--- src/rtl/kaly_aes_pkg.sv ---
// Shared AES state types and helpers for the row-permutation engine.
// State is column-major: byte i = 4*c + r, byte 0 in the most significant bits.
package kaly_aes_pkg;

   localparam int unsigned NB = 4;

   // Element 0 is the MS byte, so byte i sits at bits [127-8i -: 8].
   typedef logic [0:15][7:0] aes_state_t;

   typedef enum logic [1:0] {
      IDLE  = 2'd0,
      SHIFT = 2'd1,
      DONE  = 2'd2
   } fsm_t;

   // 4*c + r packs exactly into {c, r}.
   function automatic logic [3:0] idx(input logic [1:0] r, input logic [1:0] c);
      return {c, r};
   endfunction

endpackage

--- src/rtl/kaly_row_rot.sv ---
// Rotates a single row of the AES state by `row` byte positions.
// dir = 1 rotates right (inverse ShiftRows), dir = 0 rotates left (forward ShiftRows).
module kaly_row_rot
   import kaly_aes_pkg::*;
(
   input  logic [127:0] st_in,
   input  logic [1:0]   row,
   input  logic         dir,
   output logic [127:0] st_out
);

   aes_state_t s;
   aes_state_t o;
   logic [1:0] cc;
   logic [1:0] src;

   assign s = st_in;

   always_comb begin
      o   = s;
      cc  = '0;
      src = '0;
      for (int unsigned c = 0; c < NB; c++) begin
         cc  = 2'(c);
         src = dir ? (cc - row) : (cc + row);
         o[idx(row, cc)] = s[idx(row, src)];
      end
   end

   assign st_out = o;

endmodule

--- src/rtl/kaly_isr_seq.sv ---
// Sequential ShiftRows engine: accepts a state, permutes rows 1..3 one per clock,
// then presents the result until the consumer takes it.
module kaly_isr_seq
   import kaly_aes_pkg::*;
#(
   parameter bit INVERSE = 1'b1
) (
   input  logic         clk,
   input  logic         rst_n,
   input  logic         clr,
   input  logic         in_valid,
   output logic         in_ready,
   input  logic [127:0] in_data,
   output logic         out_valid,
   input  logic         out_ready,
   output logic [127:0] out_data,
   output logic         busy
);

   fsm_t         state, state_nxt;
   logic [1:0]   row, row_nxt;
   logic [127:0] st, st_nxt;
   logic [127:0] rot;

   kaly_row_rot u_rot (
      .st_in  (st),
      .row    (row),
      .dir    (INVERSE),
      .st_out (rot)
   );

   // State register
   always_ff @(posedge clk or negedge rst_n) begin
      if (!rst_n) begin
         state <= IDLE;
         row   <= '0;
         st    <= '0;
      end else begin
         state <= state_nxt;
         row   <= row_nxt;
         st    <= st_nxt;
      end
   end

   // Next-state: capture, per-row rotation, hand-off; clr overrides everything
   always_comb begin
      state_nxt = state;
      row_nxt   = row;
      st_nxt    = st;
      unique case (state)
         IDLE: begin
            if (in_valid && in_ready) begin
               st_nxt    = in_data;
               row_nxt   = 2'd1;
               state_nxt = SHIFT;
            end
         end
         SHIFT: begin
            st_nxt = rot;
            if (row == 2'd3) begin
               state_nxt = DONE;
            end else begin
               row_nxt = row + 2'd1;
            end
         end
         DONE: begin
            if (out_ready) begin
               if (in_valid && in_ready) begin
                  st_nxt    = in_data;
                  row_nxt   = 2'd1;
                  state_nxt = SHIFT;
               end else begin
                  state_nxt = IDLE;
               end
            end
         end
         default: state_nxt = IDLE;
      endcase
      if (clr) begin
         state_nxt = IDLE;
         row_nxt   = '0;
         st_nxt    = '0;
      end
   end

   // Outputs decoded from state; in_ready also sees out_ready for back-to-back
   always_comb begin
      out_valid = (state == DONE);
      busy      = (state == SHIFT);
      in_ready  = rst_n && !clr &&
                  ((state == IDLE) || ((state == DONE) && out_ready));
   end

   assign out_data = st;

endmodule

--- config.mk ---
export PLATFORM = sky130hd
export DESIGN_NAME = kaly_isr_seq
export DESIGN_NICKNAME = d
export VERILOG_FILES = /design/src/rtl/kaly_aes_pkg.sv /design/src/rtl/kaly_row_rot.sv /design/src/rtl/kaly_isr_seq.sv
export SDC_FILE = /design/constraint.sdc
export NUM_CORES = 1
export LEC_CHECK = 0
export ABC_AREA = 1
export BUFFER_PORTS_ARGS = -buffer_cell sky130_fd_sc_hd__buf_4
export CAP_MARGIN = 30
export CORE_UTILIZATION = 35
export CTS_CLUSTER_DIAMETER = 40
export DETAILED_ROUTE_END_ITERATION = 7
export PLACE_DENSITY_LB_ADDON = 0.08
export SKIP_CTS_REPAIR_TIMING = 1
export SLEW_MARGIN = 10
export SYNTH_ARGS = -nofsm -noshare
export SYNTH_HDL_FRONTEND = slang
export SYNTH_SLANG_ARGS = --single-unit
export TNS_END_PERCENT = 5
--- constraint.sdc ---
create_clock -name clk -period 2.54 [get_ports clk]
set_input_delay 0.127 -clock clk [delete_from_list [all_inputs] [get_ports clk]]
set_output_delay 0.127 -clock clk [all_outputs]
set_load 0.02 [all_outputs]
# ---- Word level (Yosys, flattened, before mapping)
# Cells that the tools add are included.
dict set report totals {
  register_bits 132
  input_bits 133
  out_inout_bits 131
  elab_cells 89
}
dict set report classes {
  add_sub_neg 5
  magnitude_cmp 12
  n_eq_ne 7
  muxes 39
  n_bitwise 8
  reduce_logical 15
}
# cell n
set op_table {}
lappend op_table {{$bwmux W128} 4}
lappend op_table {{$mux W128} 3}
lappend op_table {{$pmux W128 S3} 1}
lappend op_table {{$bmux W8 S4} 4}
lappend op_table {{$demux W8 S4} 4}
lappend op_table {{$mux W8} 12}
lappend op_table {{$ge A5 B5 Y1 const B} 8}
lappend op_table {{$not A4 Y5} 6}
lappend op_table {{$lt A5 B1 Y1 const B} 4}
lappend op_table {{$mux W2} 8}
lappend op_table {{$pmux W2 S3} 2}
lappend op_table {{$logic_and A1 B1 Y1} 8}
lappend op_table {{$ne A3 B2 Y1 const B} 2}
lappend op_table {{$ne A3 B3 Y1 const B} 2}
lappend op_table {{$reduce_and A3 Y1} 2}
lappend op_table {{$not A2 Y5} 1}
lappend op_table {{$not A3 Y5} 1}
lappend op_table {{$eq A2 B2 Y1 const B} 2}
lappend op_table {{$reduce_bool A4 Y1} 1}
lappend op_table {{$sub A1 B2 Y2 const A} 2}
lappend op_table {{$sub A2 B2 Y2 const A} 2}
lappend op_table {{$add A1 B2 Y2 const A} 1}
lappend op_table {{$eq A2 B1 Y1 const B} 1}
lappend op_table {{$logic_not A2 Y1} 1}
lappend op_table {{other kinds (4)} 4}

# ---- Longest topological paths before layout
# Gate-level depths: netlist (run 1).
dict set report depth {
  depth_word 11
  depth_mapped 13
  depth_no_buf 9
}

# ---- Modules after synthesis
# A second synthesis (run 1) with hierarchy kept.
dict set report unflattened {
  cells_unflattened 1798
  hier_area_um2 10816.6
}
# mod instances cells_each area_each_um2 seq_area_each_um2
set by_module_without_submodules {}
lappend by_module_without_submodules {kaly_isr_seq 1 1017 7153.1 3303.2}
lappend by_module_without_submodules {kaly_row_rot 1 781 3663.5 0.0}

# ---- Worst setup path after synthesis (run 1)
# Ideal clock, no wire load.
dict set report synth_timing {
  kind {register -> register}
  start {register row[1]}
  end {register st[126], in the netlist out_data[126]}
  setup_ns 0.117
  arrival_ns 2.113
  required_time_ns 2.423
  slack_ns 0.310
  stages_incl_launch_ff 14
  n_path_buf 5
  period_less_slack_ns 2.230
  path_cell_list {dfrtp_1 clkbuf_1 inv_1 buf_2 buf_2 ha_1 buf_2 clkinv_1 clkbuf_1 nand3_1 nand3_1 nand2_1 nand2_1 nand2_1}
}
dict set report synth_between {
  elab_chain_len 11
  word_cells_on_any_way 50
  classes_between {add/sub (4); order compare (8); mux (26); bitwise (8); reduce/logical (4)}
}
# element line_no
set synth_rtl {}
lappend synth_rtl {{start: declaration} kaly_isr_seq.sv:21} ;# logic [1:0] row, row_nxt;
lappend synth_rtl {{start signal: assignment} kaly_isr_seq.sv:40} ;# row <= row_nxt;
lappend synth_rtl {{$sub A1 B2 Y2 / $not A2 Y5 (equally long branches)} {kaly_row_rot.sv:25, kaly_row_rot.sv:26}}
lappend synth_rtl {{$not A4 Y5 (implied by the code) (tied with other cells)} kaly_row_rot.sv:26} ;# o[idx(row, cc)] = s[idx(row, src)];
lappend synth_rtl {{$bmux W8 S4 / $logic_and A1 B1 Y1 (equally long branches)} kaly_row_rot.sv:26}
lappend synth_rtl {{$mux W8 (implied by the code)} kaly_row_rot.sv:26}
lappend synth_rtl {{$mux W8 (implied by the code) / $demux W8 S4 (equally long branches)} kaly_row_rot.sv:26}
lappend synth_rtl {{$bwmux W128 (3 in a row)} kaly_row_rot.sv:26}
lappend synth_rtl {{$bwmux W128 *} kaly_row_rot.sv:26}
lappend synth_rtl {{$pmux W128 S3 *} kaly_isr_seq.sv:50} ;# unique case (state)
lappend synth_rtl {{$mux W128 *} kaly_isr_seq.sv:79} ;# if (clr) begin
lappend synth_rtl {{end signal: assignment} kaly_isr_seq.sv:41} ;# st <= st_nxt;
lappend synth_rtl {{end: declaration} kaly_isr_seq.sv:22} ;# logic [127:0] st, st_nxt;
# Every way passes the cells marked *; elsewhere a longest branch is shown, timed or not. The select of a mux whose other input is x is not followed.
# A chain may end at the register's enable or synchronous reset.

# ---- Worst setup path in the final report (run 1)
dict set report layout_timing {
  start {register row[1]}
  end {register st[122], in the netlist out_data[122]}
}
# The elaborated chain is that of the path after synthesis.

==> results of run 1 <==
worst paths after layout:
kind,depth (start not counted),end,from,slack [ns]
worst max-delay path,8,out_data[122],row[1],0.25
worst min-delay path,5,out_data[21],in_data[21],-0.02
min in group asynchronous,3,out_data[72],rst_n,0.42
worst max register to register,8,out_data[122],row[1],0.25
worst min register to register,2,out_data[36],out_data[36],0.51
max in group asynchronous,3,out_data[54],rst_n,1.53
final cells by class:
class | instances | area (µm²)
clock buffers | 20 | 447
clock inverters | 11 | 129
fillers | 2576 | 12300
inverters | 11 | 41.3
multi-input cells | 1122 | 4770
flip-flops and latches | 132 | 3300
well taps | 319 | 399
repair buffers | 289 | 2280
power groups by stage:
stage	combinational [mW]	sequential (mW)	clock, mW
after global routing	3.12	2.66	2.57
final	2.91	2.63	2.47
after global placement	2.82	2.67	0
after floorplan	1.33	2.88	0
after CTS	2.86	2.62	2.49
after detailed placement	2.85	2.66	0
state kept, by name (all words and copies together), names as in the netlist:
signal / count
state: 2
out_data: 128
row: 2
stage by stage:
step	util	std cells
CTS	0.480	1903
detailed placement	0.456	1872
global route	0.481	1904
floorplan	-	1351
finish	0.481	1904
global placement	0.456	1872
cell usage in the layout, fill, tap and decap left out:
cell type / synthesis / routed
nand2_1: 774 / 774
nand3_1: 320 / 320
buf_4: 10 / 279
dfrtp_1: 132 / 131
clkbuf_16: 0 / 17
buf_12: 0 / 9
inv_1: 8 / 8
nor2_2: 2 / 6
clkinvlp_4: 0 / 5
nor2_4: 4 / 4
ha_1: 4 / 4
o21ai_4: 3 / 3
o21ai_0: 3 / 3
inv_2: 2 / 2
bufinv_16: 0 / 2
inv_6: 0 / 2
clkbuf_1: 20 / 2
nand2_4: 0 / 1
nor2_1: 5 / 1
or2_1: 1 / 1
and3_1: 1 / 1
nand4_2: 1 / 1
nand3_4: 1 / 1
nand2_2: 2 / 1
clkinv_1: 1 / 1
o31ai_1: 1 / 1
clkbuf_8: 0 / 1
clkinv_2: 0 / 1
clkinv_4: 0 / 1
dlygate4sd3_1: 0 / 1
dfrtp_2: 0 / 1
worst register-to-register path, delay by kind of cell, from the launching register on:
kind,cells,cell delay (ns)
adder cells (fa/ha/maj),1,0.42
AND/OR/NAND/NOR,5,0.81
flip-flops,1,0.40
buffers and inverters,2,0.60
cells by family after synthesis:
group,synth area share
flip-flops,0.387
AO/OA/AOI/OAI,0.00835
AND/OR/NAND/NOR,0.543
adder cells (fa/ha/maj),0.00586
buffers and inverters,0.0558
routing by layer:
metal,part of all wire,global-route usage,up-vias
met5,0,0,-
met4,0.027,0.121,0
met3,0.11,0.0487,57
met2,0.40,0.420,630
met1,0.46,0.493,4730
li1,-,-,4779
==> results.sh, run 1 <==
export IMPL_finalHoldViolations=27
export IMPL_switching_share=0.403
export IMPL_cts_buffer_depth=2
export IMPL_end_kind="flip-flop"
export IMPL_netlist_instances=1351
export IMPL_ioPinCount=264
export IMPL_tns_ns=0
export IMPL_cellInternalPower_mw=4.78
export IMPL_synth_top_area_cell="dfrtp_1"
export IMPL_numCtsBuffers=17
export IMPL_cts_tree="done"
export IMPL_pwr_density_cell_nw_per_um2=704
export IMPL_synth_top_cell_area_share=0.387
export IMPL_tightest_slew_ns=0.774
export IMPL_ant_nets=0
export IMPL_path_max_fanout=17
export IMPL_p_seq_frac=0.328
export IMPL_yosysWarnings=0
export IMPL_gp_congestion=0.937
export IMPL_insertion_delay_ns=0.43
export IMPL_async_reset_ff_frac=1.00
export IMPL_slew_violations=0
export IMPL_status="finished, violations left"
export IMPL_die_area_um2=25000
export IMPL_area_growth_pct=33.3
export IMPL_ir_worst_vdd_v=0.000256
export IMPL_maxCapViolCount=0
export IMPL_layout_drive_gt1_share=0.213
export IMPL_postPlaceCellArea_um2=10800
export IMPL_slowest_delay_ns=0.48
export IMPL_syn_num_nets=1488
export IMPL_whs_ns=-0.0179
export IMPL_synth_most_common_cell="nand2_1"
export IMPL_dp_hpwl_um=28300
export IMPL_setup_viol=0
export IMPL_fp_dieH_um=158
export IMPL_post_synth_main_area_contributors="dfrtp_1 (39%), nand2_1 (34%), nand3_1 (19%)"
export IMPL_required_ns=2.91
export IMPL_clockRootBuffer="clkbuf_16"
export IMPL_antenna_found_initial=1
export IMPL_syn_area_per_cell_um2=6.32
export IMPL_wl_um=38600
export IMPL_fin_crit_sh=0.901
export IMPL_seq_area_frac_synth=0.387
export IMPL_min_period_ns=2.29
export IMPL_critPathKind="flip-flop to flip-flop"
export IMPL_path_clk_slew_ns=0.06
export IMPL_synth_commonest_cells="nand2_1 (774), nand3_1 (320), dfrtp_1 (132), buf_2 (54), clkbuf_1 (20)"
export IMPL_drc=0
export IMPL_ys_seq_elements=132
export IMPL_arrival_ns=2.65
export IMPL_p_clk_frac=0.309
export IMPL_synth_distinct_cells=23
export IMPL_grt_usage=0.315
export IMPL_synth_area_um2=8540
export IMPL_max_slew_margin=0.484
export IMPL_failed_checks="hold timing"
export IMPL_drtIter0Drc=1158
export IMPL_num_antenna_cells=0
export IMPL_routed_via_density=5.36
export IMPL_crit_chain="inv_1 -> ha_1 -> clkinv_1 -> nand3_1 -> nand3_1 -> nand2_1 -> nand2_1 -> nand2_1"
export IMPL_via_count=10200
export IMPL_rsz0062_at_grt="false"
export IMPL_worst_slack_ns=0.252
export IMPL_fp_dieW_um=158
export IMPL_p_comb_frac=0.363
export IMPL_htree_levels=4
export IMPL_nets=1710
export IMPL_rows=56
export IMPL_p_sw_mw=3.23
export IMPL_cts_sinks=132
export IMPL_design_core_area_um2=23700
export IMPL_leakage_nw=6.32
export IMPL_grt_pass1_wl_um=57700
export IMPL_cp_top_family="simple AND/OR/NAND/NOR gates"
export IMPL_initial_core_util=0.361
export IMPL_crit_buf_inv=2
export IMPL_finalPower_mw=8.01
export IMPL_dp_slack_ns=0.299
export IMPL_fmax_ghz=0.437
export IMPL_portBuffers=263
export IMPL_synth_edf_count=0
export IMPL_slowest_stage="clkinv_1"
export IMPL_drt_first_pass_iters=6
export IMPL_post_drt_wl_per_cell_um=20.3
export IMPL_clock_skew_ns=0.0105
export IMPL_grt_max_degree=134
export IMPL_crit_path_frequent_cell="nand2_1"
export IMPL_critPathLaunchType="flip-flop"
export IMPL_grt_pass1_vias=9336
export IMPL_worst_hold_path_type="input pin to flip-flop"
export IMPL_design_area_um2=11400
export IMPL_globalRouteOverflowTotal=0
export IMPL_ys_flop_type="dfrtp_1"
Note: power is estimated with default switching activity, not from simulation.
==> inputs of run 2 (changes only) <==
--- a/config.mk
+++ b/config.mk
@@ -11,7 +11,7 @@
 export CORE_UTILIZATION = 35
 export CTS_CLUSTER_DIAMETER = 40
 export DETAILED_ROUTE_END_ITERATION = 7
-export PLACE_DENSITY_LB_ADDON = 0.08
+export PLACE_DENSITY = 0.57
 export SKIP_CTS_REPAIR_TIMING = 1
 export SLEW_MARGIN = 10
 export SYNTH_ARGS = -nofsm -noshare
==> results.sh, run 2 (synthesis gave the netlist of run 1 again) <==
export IMPL_status="finished, violations left"
export IMPL_failed_checks="hold timing"
export IMPL_grt_pass1_vias=9130
export IMPL_cts_sinks=132
export IMPL_dp_hpwl_um=28500
export IMPL_r2r_end="out_data[78]"
export IMPL_layout_drive_gt1_share=0.212
export IMPL_max_slew_margin=0.400
export IMPL_dp_slack_ns=0.439
export IMPL_die_area_um2=25000
export IMPL_design_area_um2=11300
export IMPL_min_path_cells=5
export IMPL_drtIter0Drc=1326
export IMPL_largest_reg_flops=128
export IMPL_cp_top_family="buffers and inverters"
export IMPL_min_from="in_data[91]"
export IMPL_finalHoldViolations=24
export IMPL_fp_dieW_um=158
export IMPL_wl_met3_um=4010
export IMPL_rsz0062_at_grt="false"
export IMPL_drc=0
export IMPL_htree_levels=4
export IMPL_slowest_stage="buf_4"
export IMPL_numPlacedInstances=1873
export IMPL_path_max_fanout=91
export IMPL_final_util=0.478
export IMPL_post_drt_wl_per_cell_um=20.2
export IMPL_cts_tree="done"
export IMPL_tightest_slew_ns=0.898
export IMPL_finalPower_mw=7.95
export IMPL_fp_dieH_um=158
export IMPL_nets=1711
export IMPL_tns_ns=0
export IMPL_ioPinCount=264
export IMPL_mostFrequentLayoutCell="nand2_1"
export IMPL_drt_first_pass_iters=6
export IMPL_fin_crit_sh=0.871
export IMPL_num_antenna_cells=0
export IMPL_routed_via_density=5.34
export IMPL_ir_worst_vdd_v=0.000427
export IMPL_slowest_delay_ns=0.71
export IMPL_cts_buffer_depth=2
export IMPL_area_growth_pct=32.7
export IMPL_instances_no_fill=1905
export IMPL_worst_slack_ns=0.329
export IMPL_r2r_slack_ns=0.35
export IMPL_clockRootBuffer="clkbuf_16"
export IMPL_rows=56
export IMPL_pwr_density_cell_nw_per_um2=702
export IMPL_wl_um=38500
export IMPL_via_count=10200
export IMPL_wl_met2_um=15700
export IMPL_crit_chain="nand2_4 -> buf_4 -> inv_1 -> buf_4"
export IMPL_initial_core_util=0.361
export IMPL_gp_congestion=1.01
export IMPL_antenna_found_initial=0
export IMPL_portBuffers=263
export IMPL_critPathLaunchType="flip-flop"
export IMPL_met1_length_um=17700
export IMPL_fmax_ghz=0.452
export IMPL_design_core_area_um2=23700
export IMPL_arrival_ns=2.08
export IMPL_highest_layer="met4"
export IMPL_whs_endpoint="out_data[91]"
export IMPL_reg2reg_depth=8
export IMPL_required_ns=2.41
export IMPL_grt_usage=0.311
export IMPL_end_kind="output port"
export IMPL_path_clk_slew_ns=0.06
export IMPL_whs_ns=-0.0109
export IMPL_insertion_delay_ns=0.43
export IMPL_clock_skew_ns=0.0113
export IMPL_grt_pass1_wl_um=56900
export IMPL_numCtsBuffers=17
export IMPL_postPlaceCellArea_um2=10800
export IMPL_slew_violations=0
export IMPL_ant_nets=0
export IMPL_worst_hold_path_type="input pin to flip-flop"
export IMPL_grt_max_degree=92
export IMPL_setup_viol=0
export IMPL_globalRouteOverflowTotal=0
export IMPL_critPathKind="flip-flop to output port"
export IMPL_crit_path_frequent_cell="buf_4"
export IMPL_min_period_ns=2.21
export IMPL_layout_common_cells="nand2_1 (774), nand3_1 (320), buf_4 (284)"
export IMPL_crit_buf_inv=3
export IMPL_reg2reg_from="row[1]"
export IMPL_leakage_nw=6.31
export IMPL_maxCapViolCount=0
## run 2: changes by cell type in the layout (fill, tap and decap cells not counted)
cell	delta
clkinvlp_4	-3
clkinv_2	+4
clkbuf_1	+1
buf_16	+1
buf_4	+5
inv_6	-2
buf_12	-5
## run 2: worst min-delay path, stage by stage
cell and delay (ns):
buf_4 0.08, nand2_1 0.04, nand2_1 0.05, nand2_1 0.04
nand2_1 0.05
## run 2: layer usage
layer  up-vias  GRT usage
met5         -          0
li1       4779          -
met2       606      0.423
met1      4732      0.483
met4         0     0.0998
met3        55     0.0561
## run 2: worst max path at each step
stage | from | cells after the start | slack [ns] | endpoint
4_1_cts | state[0] | 4 | 0.32 | busy
3_3_place_gp | row[1] | 7 | 0.46 | out_data[50]
2_1_floorplan | row[1] | 13 | 0.31 | out_data[126]
6_report | state[0] | 4 | 0.33 | busy
5_1_grt | state[0] | 4 | 0.18 | busy
3_5_place_dp | row[1] | 7 | 0.44 | out_data[48]
## run 2: area by class of cell
| cell class | instances | area [µm²] |
|---|---|---|
| clock buffer | 21 | 450 |
| clock inverter | 10 | 109 |
| fill | 2528 | 12400 |
| inverter | 11 | 41.3 |
| multi-input combinational | 1122 | 4770 |
| sequential | 132 | 3300 |
| tap | 319 | 399 |
| timing repair buffer | 290 | 2250 |
## run 2: report_power, final
| part | internal, mW | switching, mW | total, mW |
|---|---|---|---|
| sequential | 2.36 | 0.280 | 2.64 |
| clock | 1.46 | 0.970 | 2.43 |
| combinational | 0.943 | 1.94 | 2.89 |
| total | 4.76 | 3.19 | 7.95 |
==> inputs of run 3 (changes only) <==
--- a/config.mk
+++ b/config.mk
@@ -8,11 +8,13 @@
 export ABC_AREA = 1
 export BUFFER_PORTS_ARGS = -buffer_cell sky130_fd_sc_hd__buf_4
 export CAP_MARGIN = 30
+export CORE_MARGIN = 4
 export CORE_UTILIZATION = 35
 export CTS_CLUSTER_DIAMETER = 40
 export DETAILED_ROUTE_END_ITERATION = 7
 export PLACE_DENSITY = 0.57
 export SKIP_CTS_REPAIR_TIMING = 1
+export SKIP_LAST_GASP = 1
 export SLEW_MARGIN = 10
 export SYNTH_ARGS = -nofsm -noshare
 export SYNTH_HDL_FRONTEND = slang
==> results.sh, run 3 (synthesis gave the netlist of run 1 again) <==
export IMPL_via_count=10200
export IMPL_rows=56
export IMPL_final_util=0.481
export IMPL_crit_chain="inv_2 -> ha_1 -> clkinv_1 -> nand3_1 -> nand3_1 -> nand2_1 -> nand2_1 -> nand2_1"
export IMPL_ant_nets=0
export IMPL_met1_length_um=18000
export IMPL_largest_reg_flops=128
export IMPL_die_area_um2=27000
export IMPL_drtIter0Drc=1222
export IMPL_cellInternalPower_mw=5.06
export IMPL_numPlacedInstances=1874
export IMPL_insertion_delay_ns=0.42
export IMPL_p_sw_mw=3.22
export IMPL_fmax_ghz=0.441
export IMPL_reg2reg_from="row[0]"
export IMPL_worst_path_stages=8
export IMPL_fp_dieW_um=164
export IMPL_wl_met3_um=4220
export IMPL_post_drt_wl_per_cell_um=20.5
export IMPL_p_seq_frac=0.318
export IMPL_status="finished, violations left"
export IMPL_r2r_slack_ns=0.27
export IMPL_highest_layer="met4"
export IMPL_cp_top_family="simple AND/OR/NAND/NOR gates"
export IMPL_grt_pass1_vias=9531
export IMPL_leakage_nw=6.36
export IMPL_required_ns=2.90
export IMPL_crit_path_frequent_cell="nand2_1"
export IMPL_design_area_um2=11400
export IMPL_whs_ns=-0.00223
export IMPL_path_clk_slew_ns=0.06
export IMPL_gp_congestion=0.985
export IMPL_pwr_density_cell_nw_per_um2=724
export IMPL_critPathLaunchType="flip-flop"
export IMPL_r2r_end="out_data[119]"
export IMPL_clock_skew_ns=0.0104
export IMPL_crit_buf_inv=2
export IMPL_finalHoldViolations=2
export IMPL_nFillCells=2504
export IMPL_tightest_slew_ns=0.785
export IMPL_cts_tree="done"
export IMPL_ioPinCount=264
export IMPL_wl_met2_um=15700
export IMPL_num_antenna_cells=0
export IMPL_path_max_fanout=17
export IMPL_finalPower_mw=8.28
export IMPL_dp_hpwl_um=29100
export IMPL_slew_violations=0
export IMPL_ir_worst_vdd_v=0.000367
export IMPL_rsz0062_at_grt="false"
export IMPL_wl_um=39100
export IMPL_arrival_ns=2.63
export IMPL_clockRootBuffer="clkbuf_16"
export IMPL_drc=0
export IMPL_min_period_ns=2.27
export IMPL_setup_viol=0
export IMPL_design_core_area_um2=23800
export IMPL_globalRouteOverflowTotal=0
export IMPL_fin_crit_sh=0.894
export IMPL_slowest_delay_ns=0.46
export IMPL_cts_sinks=132
export IMPL_switching_share=0.389
export IMPL_failed_checks="hold timing"
export IMPL_end_kind="flip-flop"
export IMPL_worst_hold_path_type="input pin to flip-flop"
export IMPL_p_comb_frac=0.351
export IMPL_critPathLaunch="row[0]"
export IMPL_mostFrequentLayoutCell="nand2_1"
export IMPL_p_clk_frac=0.331
export IMPL_instances_no_fill=1907
export IMPL_cts_buffer_depth=2
export IMPL_antenna_found_initial=0
export IMPL_grt_max_degree=134
export IMPL_portBuffers=263
export IMPL_area_growth_pct=33.9
export IMPL_htree_levels=4
export IMPL_layout_common_cells="nand2_1 (774), nand3_1 (320), buf_4 (284)"
export IMPL_fp_dieH_um=164
export IMPL_numCtsBuffers=17
export IMPL_critPathKind="flip-flop to flip-flop"
export IMPL_reg2reg_depth=8
export IMPL_postPlaceCellArea_um2=10800
export IMPL_endpoint="out_data[119]"
export IMPL_slowest_stage="clkinv_1"
export IMPL_tns_ns=0
export IMPL_initial_core_util=0.360
export IMPL_dp_slack_ns=0.393
export IMPL_grt_pass1_wl_um=58200
export IMPL_maxCapViolCount=0
export IMPL_worst_slack_ns=0.270
export IMPL_routed_via_density=5.33
export IMPL_layout_drive_gt1_share=0.215
export IMPL_nets=1712
export IMPL_drt_first_pass_iters=6
export IMPL_max_slew_margin=0.477
export IMPL_grt_usage=0.286
## run 3: changes by cell type in the layout (fill, tap and decap cells not counted)
| cell | change |
|---|---|
| buf_16 | -1 |
| clkbuf_8 | +3 |
| clkbuf_1 | -3 |
| bufinv_16 | +2 |
| clkinv_4 | +2 |
| buf_12 | +2 |
| clkinvlp_4 | +1 |
| clkinv_2 | -4 |
## run 3: worst min-delay path by stage
stage / endpoint / cells after the start / from / slack, ns
floorplan: out_data[0] / 0 / rst_n / -0.17
global placement: out_data[120] / 2 / rst_n / 0.38
detailed placement: out_data[94] / 2 / rst_n / 0.37
CTS: out_data[120] / 2 / rst_n / -0.08
global route: out_data[24] / 5 / in_data[24] / 0.006
finish: out_data[24] / 5 / in_data[24] / -0.002
## run 3: tightest hold or removal path, cell delays in order
cell     delay, ns
buf_4         0.08
nand2_1       0.04
nand2_1       0.05
nand2_1       0.04
nand2_1       0.04
## run 3: routing by layer
metal | global-route usage | vias up
met5 | 0 | -
met4 | 0.0949 | 0
met3 | 0.0519 | 59
met2 | 0.387 | 638
met1 | 0.450 | 4691
li1 | - | 4772
## run 3: power by group through the flow
stage	Sequential (mW)	Combinational (mW)	Clock, mW
final	2.63	2.91	2.74
after global routing	2.67	3.11	2.87
after CTS	2.63	2.85	2.76
after detailed placement	2.66	2.84	0
after global placement	2.67	2.82	0
after floorplan	2.88	1.33	0
## run 3: final cells by class
class                   instances  area [µm²]  area share
clock buffers                  21         480      0.0420
clock inverters                11         174      0.0152
inverters                      11        41.3     0.00361
multi-input cells            1122        4770       0.418
flip-flops and latches        132        3300       0.289
well taps                     319         399      0.0349
repair buffers                291        2260       0.198
